$ cat src/rtl/mipsfpga_ahb_millis_timer_if.sv
// AHB-Lite slave-side bus bundle for the millisecond timer.
// master: drives select/address/control/write data, receives read data and ready.
// slave : the timer side.
interface mipsfpga_ahb_millis_timer_if #(
   parameter int unsigned ADDR_W = 5
);
   logic              HSEL;
   logic [ADDR_W-1:0] HADDR;
   logic [1:0]        HTRANS;
   logic              HWRITE;
   logic              HREADY;
   logic [31:0]       HWDATA;
   logic [31:0]       HRDATA;
   logic              HREADYOUT;

   modport master (
      output HSEL, HADDR, HTRANS, HWRITE, HREADY, HWDATA,
      input  HRDATA, HREADYOUT
   );

   modport slave (
      input  HSEL, HADDR, HTRANS, HWRITE, HREADY, HWDATA,
      output HRDATA, HREADYOUT
   );
endinterface

$ cat src/rtl/mipsfpga_ahb_millis_timer.sv
// AHB-Lite millisecond timer peripheral.
// Exposes the free-running millisecond count, a compare/alarm with optional
// periodic auto-reload, and a registered level interrupt on match.
// Ports:
//   clk    - bus clock, shared with the millisecond counter
//   reset  - synchronous, active-high
//   millis - current millisecond count
//   bus    - AHB-Lite slave bundle (HSEL/HADDR/HTRANS/HWRITE/HREADY/HWDATA in,
//            HRDATA/HREADYOUT out)
//   irq    - level interrupt, MATCH & IRQEN
// Register map (word offsets): 0 MILLIS (ro), 1 COMPARE, 2 PERIOD,
// 3 CTRL {AUTORELOAD, IRQEN, EN}, 4 STATUS {OVERRUN, MATCH} (W1C), 5-7 read 0.
module mipsfpga_ahb_millis_timer #(
   parameter int unsigned ADDR_W = 5
) (
   input  logic                              clk,
   input  logic                              reset,
   input  logic [31:0]                       millis,
   mipsfpga_ahb_millis_timer_if.slave        bus,
   output logic                              irq
);

   localparam logic [2:0] RegMillis  = 3'd0;
   localparam logic [2:0] RegCompare = 3'd1;
   localparam logic [2:0] RegPeriod  = 3'd2;
   localparam logic [2:0] RegCtrl    = 3'd3;
   localparam logic [2:0] RegStatus  = 3'd4;

   logic [ADDR_W-1:0] haddr;
   assign haddr = bus.HADDR;

   // Address-phase registers
   logic       valid_q;
   logic       write_q;
   logic [2:0] addr_q;

   logic [31:0] millis_q;
   logic [31:0] compare_q, compare_d;
   logic [31:0] period_q,  period_d;
   logic [2:0]  ctrl_q,    ctrl_d;
   logic [1:0]  status_q,  status_d;
   logic        irq_q,     irq_d;

   logic        wr_en;
   logic        tick;
   logic        match;
   logic [1:0]  w1c;
   logic [1:0]  status_set;
   logic [31:0] rdata;

   assign wr_en = valid_q & write_q;
   assign tick  = (millis != millis_q);
   assign match = tick & ctrl_q[0] & (millis == compare_q);

   always_comb begin
      compare_d  = compare_q;
      period_d   = period_q;
      ctrl_d     = ctrl_q;
      w1c        = 2'b00;
      status_set = 2'b00;

      if (match) begin
         // A repeat match while MATCH is still pending flags an overrun
         status_set = {status_q[0], 1'b1};
         if (ctrl_q[2]) begin
            compare_d = compare_q + period_q;
         end
      end

      // Software writes are applied after the reload so they take priority
      if (wr_en) begin
         case (addr_q)
            RegCompare: compare_d = bus.HWDATA;
            RegPeriod:  period_d  = bus.HWDATA;
            RegCtrl:    ctrl_d    = bus.HWDATA[2:0];
            RegStatus:  w1c       = bus.HWDATA[1:0];
            default:    ;
         endcase
      end

      // Setting wins over clearing
      status_d = (status_q & ~w1c) | status_set;
      irq_d    = status_d[0] & ctrl_d[1];
   end

   always_ff @(posedge clk) begin
      if (reset) begin
         valid_q   <= 1'b0;
         write_q   <= 1'b0;
         addr_q    <= 3'd0;
         millis_q  <= millis;
         compare_q <= 32'hFFFF_FFFF;
         period_q  <= 32'd0;
         ctrl_q    <= 3'd0;
         status_q  <= 2'd0;
         irq_q     <= 1'b0;
      end else begin
         valid_q   <= bus.HSEL & bus.HTRANS[1] & bus.HREADY;
         write_q   <= bus.HWRITE;
         addr_q    <= haddr[4:2];
         millis_q  <= millis;
         compare_q <= compare_d;
         period_q  <= period_d;
         ctrl_q    <= ctrl_d;
         status_q  <= status_d;
         irq_q     <= irq_d;
      end
   end

   always_comb begin
      rdata = 32'd0;
      if (valid_q && !write_q) begin
         case (addr_q)
            RegMillis:  rdata = millis;
            RegCompare: rdata = compare_q;
            RegPeriod:  rdata = period_q;
            RegCtrl:    rdata = {29'd0, ctrl_q};
            RegStatus:  rdata = {30'd0, status_q};
            default:    rdata = 32'd0;
         endcase
      end
   end

   assign bus.HRDATA    = rdata;
   assign bus.HREADYOUT = 1'b1;
   assign irq           = irq_q;

   // Address byte-lane bits, upper address bits and HTRANS[0] are not decoded
   logic unused_bits;
   assign unused_bits = ^{haddr, bus.HTRANS[0]};

endmodule

$ cat src/flat_wrapper.sv
// flat-port wrapper written by rule: the top's interface ports become plain ports
module mipsfpga_ahb_millis_timer_flat 
#(
   parameter int unsigned ADDR_W = 5
)
  (clk, reset, millis, irq, bus_HSEL, bus_HADDR, bus_HTRANS, bus_HWRITE, bus_HREADY, bus_HWDATA, bus_HRDATA, bus_HREADYOUT);
  mipsfpga_ahb_millis_timer_if #(.ADDR_W(ADDR_W)) bus_i ();
  input  logic clk;
  input  logic reset;
  input  logic [31:0] millis;
  output logic irq;
  input wire logic [$bits(bus_i.HSEL)-1:0] bus_HSEL;
  input wire logic [$bits(bus_i.HADDR)-1:0] bus_HADDR;
  input wire logic [$bits(bus_i.HTRANS)-1:0] bus_HTRANS;
  input wire logic [$bits(bus_i.HWRITE)-1:0] bus_HWRITE;
  input wire logic [$bits(bus_i.HREADY)-1:0] bus_HREADY;
  input wire logic [$bits(bus_i.HWDATA)-1:0] bus_HWDATA;
  output wire logic [$bits(bus_i.HRDATA)-1:0] bus_HRDATA;
  output wire logic [$bits(bus_i.HREADYOUT)-1:0] bus_HREADYOUT;
  assign bus_i.HSEL = bus_HSEL;
  assign bus_i.HADDR = bus_HADDR;
  assign bus_i.HTRANS = bus_HTRANS;
  assign bus_i.HWRITE = bus_HWRITE;
  assign bus_i.HREADY = bus_HREADY;
  assign bus_i.HWDATA = bus_HWDATA;
  assign bus_HRDATA = bus_i.HRDATA;
  assign bus_HREADYOUT = bus_i.HREADYOUT;
  mipsfpga_ahb_millis_timer #(.ADDR_W(ADDR_W)) u_core (.clk(clk), .reset(reset), .millis(millis), .bus(bus_i), .irq(irq));
endmodule
$ cat config.mk
export PLATFORM = sky130hd
export DESIGN_NAME = mipsfpga_ahb_millis_timer_flat
export DESIGN_NICKNAME = d
export VERILOG_FILES = /design/src/rtl/mipsfpga_ahb_millis_timer_if.sv /design/src/rtl/mipsfpga_ahb_millis_timer.sv /design/src/flat_wrapper.sv
export SDC_FILE = /design/constraint.sdc
export NUM_CORES = 1
export LEC_CHECK = 0
export ABC_AREA = 1
export BUFFER_PORTS_ARGS = -buffer_cell sky130_fd_sc_hd__buf_2
export CAP_MARGIN = 20
export CELL_PAD_IN_SITES_DETAIL_PLACEMENT = 0
export CELL_PAD_IN_SITES_GLOBAL_PLACEMENT = 1
export CORE_MARGIN = 8
export CORE_UTILIZATION = 40
export CTS_CLUSTER_SIZE = 12
export DETAILED_ROUTE_END_ITERATION = 10
export PLACE_DENSITY = 0.84
export RECOVER_POWER = 100
export REMOVE_ABC_BUFFERS = 1
export SKIP_CTS_REPAIR_TIMING = 1
export SYNTH_ARGS = -nofsm -noshare
export SYNTH_HDL_FRONTEND = slang
export SYNTH_SLANG_ARGS = --single-unit
$ cat constraint.sdc
create_clock -name clk -period 2.5 [get_ports clk]
set_clock_uncertainty 0.05 [all_clocks]
set_input_delay 0 -clock clk [delete_from_list [all_inputs] [get_ports clk]]
set_output_delay 0 -clock clk [all_outputs]
set_load 0.01 [all_outputs]
# After elaboration in Yosys (flattened, before gate mapping)
# Cells that the tools add are included.
dict set report totals {
  memories 0
  output_inout_bits 34
  regBits 107
  rom_bits 0
  ram_bits 0
  latch_bits 0
}
dict set report op_classes {
  shifts 0
  n_eq_ne 6
  reduce_logical 5
  add_sub_neg 1
  n_mux 11
  div 0
  multipliers 0
  bitwise_logic 9
  magnitude_cmp 0
}
# cell n
set op_table {}
lappend op_table {{two-way mux 32 bit} 5}
lappend op_table {{case mux 32 bit (5 select lines)} 1}
lappend op_table {{adder 32 bit} 1}
lappend op_table {{equality test 32 bit} 1}
lappend op_table {{inequality test 32 bit} 1}
lappend op_table {{two-way mux 2 bit} 5}
lappend op_table {{bitwise AND 1 bit} 6}
lappend op_table {{equality test 3 x 2 -> 1 bit, second input constant} 2}
lappend op_table {{AND reduction 2 bit} 2}
lappend op_table {{equality test 3 x 1 -> 1 bit, second input constant} 1}
lappend op_table {{equality test 3 bit, second input constant} 1}
lappend op_table {{zero test 3 bit} 1}
lappend op_table {{bitwise AND 2 bit} 1}
lappend op_table {{NOT 2 bit} 1}
lappend op_table {{bitwise OR 2 bit} 1}
lappend op_table {{logical AND 1 bit} 1}
lappend op_table {{zero test 1 bit} 1}

# Logic depth before layout (Yosys ltp)
dict set report depth {
  ltp_word 7
  mapped_depth 15
  depth_no_buf 15
}

# Least setup slack after synthesis
# Ideal clock, no wire load.
dict set report synth_timing {
  path_type {flip-flop to flip-flop}
  start {reg u_core.period_q[0]}
  end {reg u_core.compare_q[28]}
  arrival_time_ns 1.760
  path_buffers 0
  setup_slack_ns 0.577
  setup_time_ns 0.113
  stages_incl_launch_ff 15
  path_cell_list {dfxtp_1 -> ha_1 -> fa_1 -> nand2_1 -> nand3_1 -> nand3_1 -> nand2_1 -> nand2_1 -> nand2_1 -> nand2_1 -> nand3_1 -> nand2_1 -> nand2_2 -> nand3_1 -> nand2_1}
}
dict set report synth_between {
  elab_chain_len 5
}
# item line
set synth_rtl {}
lappend synth_rtl {{from (decl)} mipsfpga_ahb_millis_timer.sv:39} ;# logic [31:0] period_q, period_d;
lappend synth_rtl {{from (signal assigned)} mipsfpga_ahb_millis_timer.sv:103} ;# period_q <= period_d;
lappend synth_rtl {{adder 32 bit (*)} mipsfpga_ahb_millis_timer.sv:66} ;# compare_d = compare_q + period_q;
lappend synth_rtl {{two-way mux 32 bit (*)} mipsfpga_ahb_millis_timer.sv:65} ;# if (ctrl_q[2]) begin
lappend synth_rtl {{two-way mux 32 bit (*)} mipsfpga_ahb_millis_timer.sv:62} ;# if (match) begin
lappend synth_rtl {{two-way mux 32 bit} mipsfpga_ahb_millis_timer.sv:72} ;# case (addr_q)
lappend synth_rtl {{two-way mux 32 bit (*)} mipsfpga_ahb_millis_timer.sv:71} ;# if (wr_en) begin
lappend synth_rtl {{to (signal assigned)} mipsfpga_ahb_millis_timer.sv:102} ;# compare_q <= compare_d;
lappend synth_rtl {{to (decl)} mipsfpga_ahb_millis_timer.sv:38} ;# logic [31:0] compare_q, compare_d;
# Every way passes the cells marked *; elsewhere a longest branch is shown, timed or not.
# A chain may end at the register's enable or synchronous reset.

# Final worst setup path
dict set report layout_timing {
  start {in millis[6]}
  end {reg u_core.compare_q[17]}
}
dict set report layout_between {
  elab_chain_len 6
  word_cells_on_any_way 7
  cone_classes {eq/ne (2); mux (3); bitwise (2)}
}
# item line
set layout_rtl {}
lappend layout_rtl {{from (decl)} flat_wrapper.sv:10} ;# input logic [31:0] millis;
lappend layout_rtl {{inequality test 32 bit} mipsfpga_ahb_millis_timer.sv:52} ;# assign tick = (millis != millis_q);
lappend layout_rtl {{bitwise AND 1 bit} mipsfpga_ahb_millis_timer.sv:53} ;# assign match = tick & ctrl_q[0] & (millis == compare_q);
lappend layout_rtl {{bitwise AND 1 bit (*)} mipsfpga_ahb_millis_timer.sv:53}
lappend layout_rtl {{two-way mux 32 bit (*)} mipsfpga_ahb_millis_timer.sv:62}
lappend layout_rtl {{two-way mux 32 bit} mipsfpga_ahb_millis_timer.sv:72}
lappend layout_rtl {{two-way mux 32 bit (*)} mipsfpga_ahb_millis_timer.sv:71}
# Marks and branches as above.

==> impl_metrics.json <==
{
  "first_pass_iters": 5,
  "power_frac_seq": 0.450,
  "place_inst": 1767,
  "clockRootBuffer": "clkbuf_16",
  "period_share": 0.960,
  "tightest_slew_ns": 0.740,
  "wl_per_cell_um": 15.7,
  "crit_family": "simple AND/OR/NAND/NOR gates",
  "cp_max_fo": 16,
  "period_minus_slack_ns": 2.40,
  "cp_common_cell": "nand2_1",
  "internal_power_mw": 2.72,
  "chipWidth_um": 159,
  "max_stage_delay_ns": 0.62,
  "synthTopCellsByArea": "dfxtp_1, nand2_1, inv_1, nor2_1, nand3_1",
  "insertedDiodeCount": 0,
  "overflow": 0,
  "synth.yosys.warnings": 0,
  "grt_pass1_vias": 8496,
  "clkSinkCount": 107,
  "synth.most_common_cell": "nand2_1",
  "clk_latency_ns": 0.37,
  "cts.htree.levels": 3,
  "fin_tns_setup_ns": 0,
  "max-cap-violations": 0,
  "p_leak_nw": 5.73,
  "peakVddDrop_uv": 288,
  "start_kind": "input pin",
  "numCtsBuffers": 9,
  "grt_max_degree": 67,
  "wl_um": 29300,
  "start_util": 0.406,
  "path_cells": "dlygate4sd3_1 -> clkbuf_1 -> inv_2 -> nand2_1 -> nand2_1 -> nor2_1 -> nand2_1 -> nor2_1 -> nand2_1 -> nor2_2 -> nand3_2 -> nor2_4 -> nand2_1 -> nand3_1 -> nand2_1",
  "hold_class": "input pin to register",
  "clkPwrFrac": 0.391,
  "slew_headroom": 0.505,
  "hpwl_um": 22300,
  "synth_area_leader_cell": "dfxtp_1",
  "ant_nets": 0,
  "yosys-top-cells-count": "nand2_1, inv_1, dfxtp_1, nor2_1, nand3_1",
  "setup_violations": 0,
  "hold_viol": 0,
  "grt_first_pass_wirelength_um": 45300,
  "fmax_ghz": 0.416,
  "ys.flop_type": "dfxtp_1",
  "cts_buffer_depth": 2,
  "cp_num_buf_inv": 3,
  "drtIter0Drc": 575,
  "rsz0062_at_grt": "no",
  "drive_above_1_share": 0.0704,
  "floorplan.die_area_um2": 25300,
  "grt_util_met1": 0.291,
  "met2_usage": 0.377,
  "swShare": 0.302,
  "syn_area_per_cell_um2": 5.81,
  "use_met3": 0.0352,
  "synth_edf_count": 0,
  "path_class": "input pin to register",
  "gp_congestion": 0.935,
  "core-area_um2": 20200,
  "ys_ff_latch": 107,
  "synthArstFlopShare": 0,
  "clk_pin_slew_ns": 0.08,
  "status": "finished clean",
  "portBuffers": 105,
  "route.detailed.drc": 0,
  "synth.top_cell.area_share": 0.262,
  "ys_types": 36,
  "p_comb_frac": 0.158,
  "routed_via_density": 4.83,
  "ys_seq_area_frac": 0.262,
  "grt_use_total": 0.223,
  "stdcell_count": 1860,
  "syn_area_um2": 8190,
  "postLayoutCoreUtil": 0.497,
  "synthToLayoutAreaGrowth_pct": 22.5,
  "busiest_layer": "met2",
  "cts_tree": "built",
  "die_y_um": 159,
  "crit_required_ns": 2.71,
  "critPathSlowestCell": "nor2_4",
  "io_pins": 110,
  "maxSlewViolCount": 0,
  "cp-end-kind": "register",
  "num_vias": 8976,
  "antenna_found_initial": 0,
  "cp.arrival_ns": 2.61,
  "synth_cells": 1410,
  "power.switching_mw": 1.18,
  "rows": 52,
  "fin_nets": 1693,
  "p_per_area_nw_per_um2": 389
}
## final cells by class
cell class	count	area (µm²)
sequential	107	2140
timing repair buffer	201	1390
tap	270	338
multi-input combinational	985	4800
clock inverter	7	83.8
fill	2222	10100
inverter	281	1050
clock buffer	9	225
## power by group through the flow
| stage | Combinational [mW] | Clock [mW] | Sequential [mW] |
|---|---|---|---|
| 6_report | 0.618 | 1.53 | 1.76 |
| 5_1_grt | 0.690 | 1.62 | 1.76 |
| 3_5_place_dp | 0.536 | 0 | 1.80 |
| 4_1_cts | 0.539 | 1.57 | 1.76 |
| 3_3_place_gp | 0.536 | 0 | 1.79 |
| 2_1_floorplan | 0.313 | 0 | 1.79 |
## worst paths after layout
check | slack (ns) | depth (start not counted) | startpoint | end
setup / recovery | 0.1 | 15 | millis[6] | u_core.compare_q[17]
hold / removal | 0.002 | 4 | bus_HWDATA[1] | u_core.status_q[1]
setup reg to reg | 0.12 | 14 | u_core.period_q[10] | u_core.compare_q[29]
hold reg to reg | 0.44 | 2 | u_core.status_q[1] | u_core.status_q[1]
## layer usage
layer | share of wire | up-vias | wire (µm)
met2 | 0.47 | 198 | 13700
li1 | - | 4685 | -
met5 | 0 | - | 0
met4 | 0.018 | 0 | 518
met1 | 0.47 | 4069 | 13700
met3 | 0.046 | 24 | 1360
## stage by stage
step | power (mW) | setup slack, ns | instance area (µm²) | hold WS [ns]
floorplan | 2.11 | 0.313 | 7990 | -0.0223
global placement | 2.33 | 0.150 | 9030 | 0.0945
detailed placement | 2.33 | 0.0967 | 9030 | 0.102
CTS | 3.87 | 0.0854 | 9340 | -0.284
global route | 4.07 | 0.0102 | 10000 | 0.00650
finish | 3.90 | 0.0989 | 10000 | 0.00218
## cell usage in the layout, fill, tap and decap left out, types with 39 or more instances in the layout
cell,n
dfxtp_1,107
clkbuf_1,61
buf_2,44
nand3_1,78
xnor2_1,39
a21oi_1,56
dlygate4sd3_1,76
o21ai_0,71
inv_1,269
nor2_1,104
nand2_1,505
## sequential cells by signal, indices dropped and copies added (netlist names)
register / cells
u_core.compare_q: 32
u_core.millis_q: 32
u_core.period_q: 32
u_core.addr_q: 3
u_core.ctrl_q: 3
u_core.status_q: 2
u_core.irq: 1
u_core.valid_q: 1
u_core.write_q: 1
## cell families (layout without fill, tap and decap cells)
group / count (synthesis) / after routing / share of synthesized area
flops: 107 / 107 / 0.262
xor+xnor: 45 / 45 / 0.0481
compound gates: 169 / 169 / 0.120
buf+inv: 319 / 498 / 0.153
simple gates: 737 / 738 / 0.367
other cells: 1 / 1 / 0.000458
fa+ha+maj: 32 / 32 / 0.0498
## worst register-to-register path, delay by kind of cell (launching register included)
kind | cells | cell delay [ns]
buffers and inverters | 1 | 0.08
adders and majority gates | 1 | 0.36
and+or+nand+nor | 12 | 1.44
DFF | 1 | 0.34
Note: power is estimated with default switching activity, not from simulation.
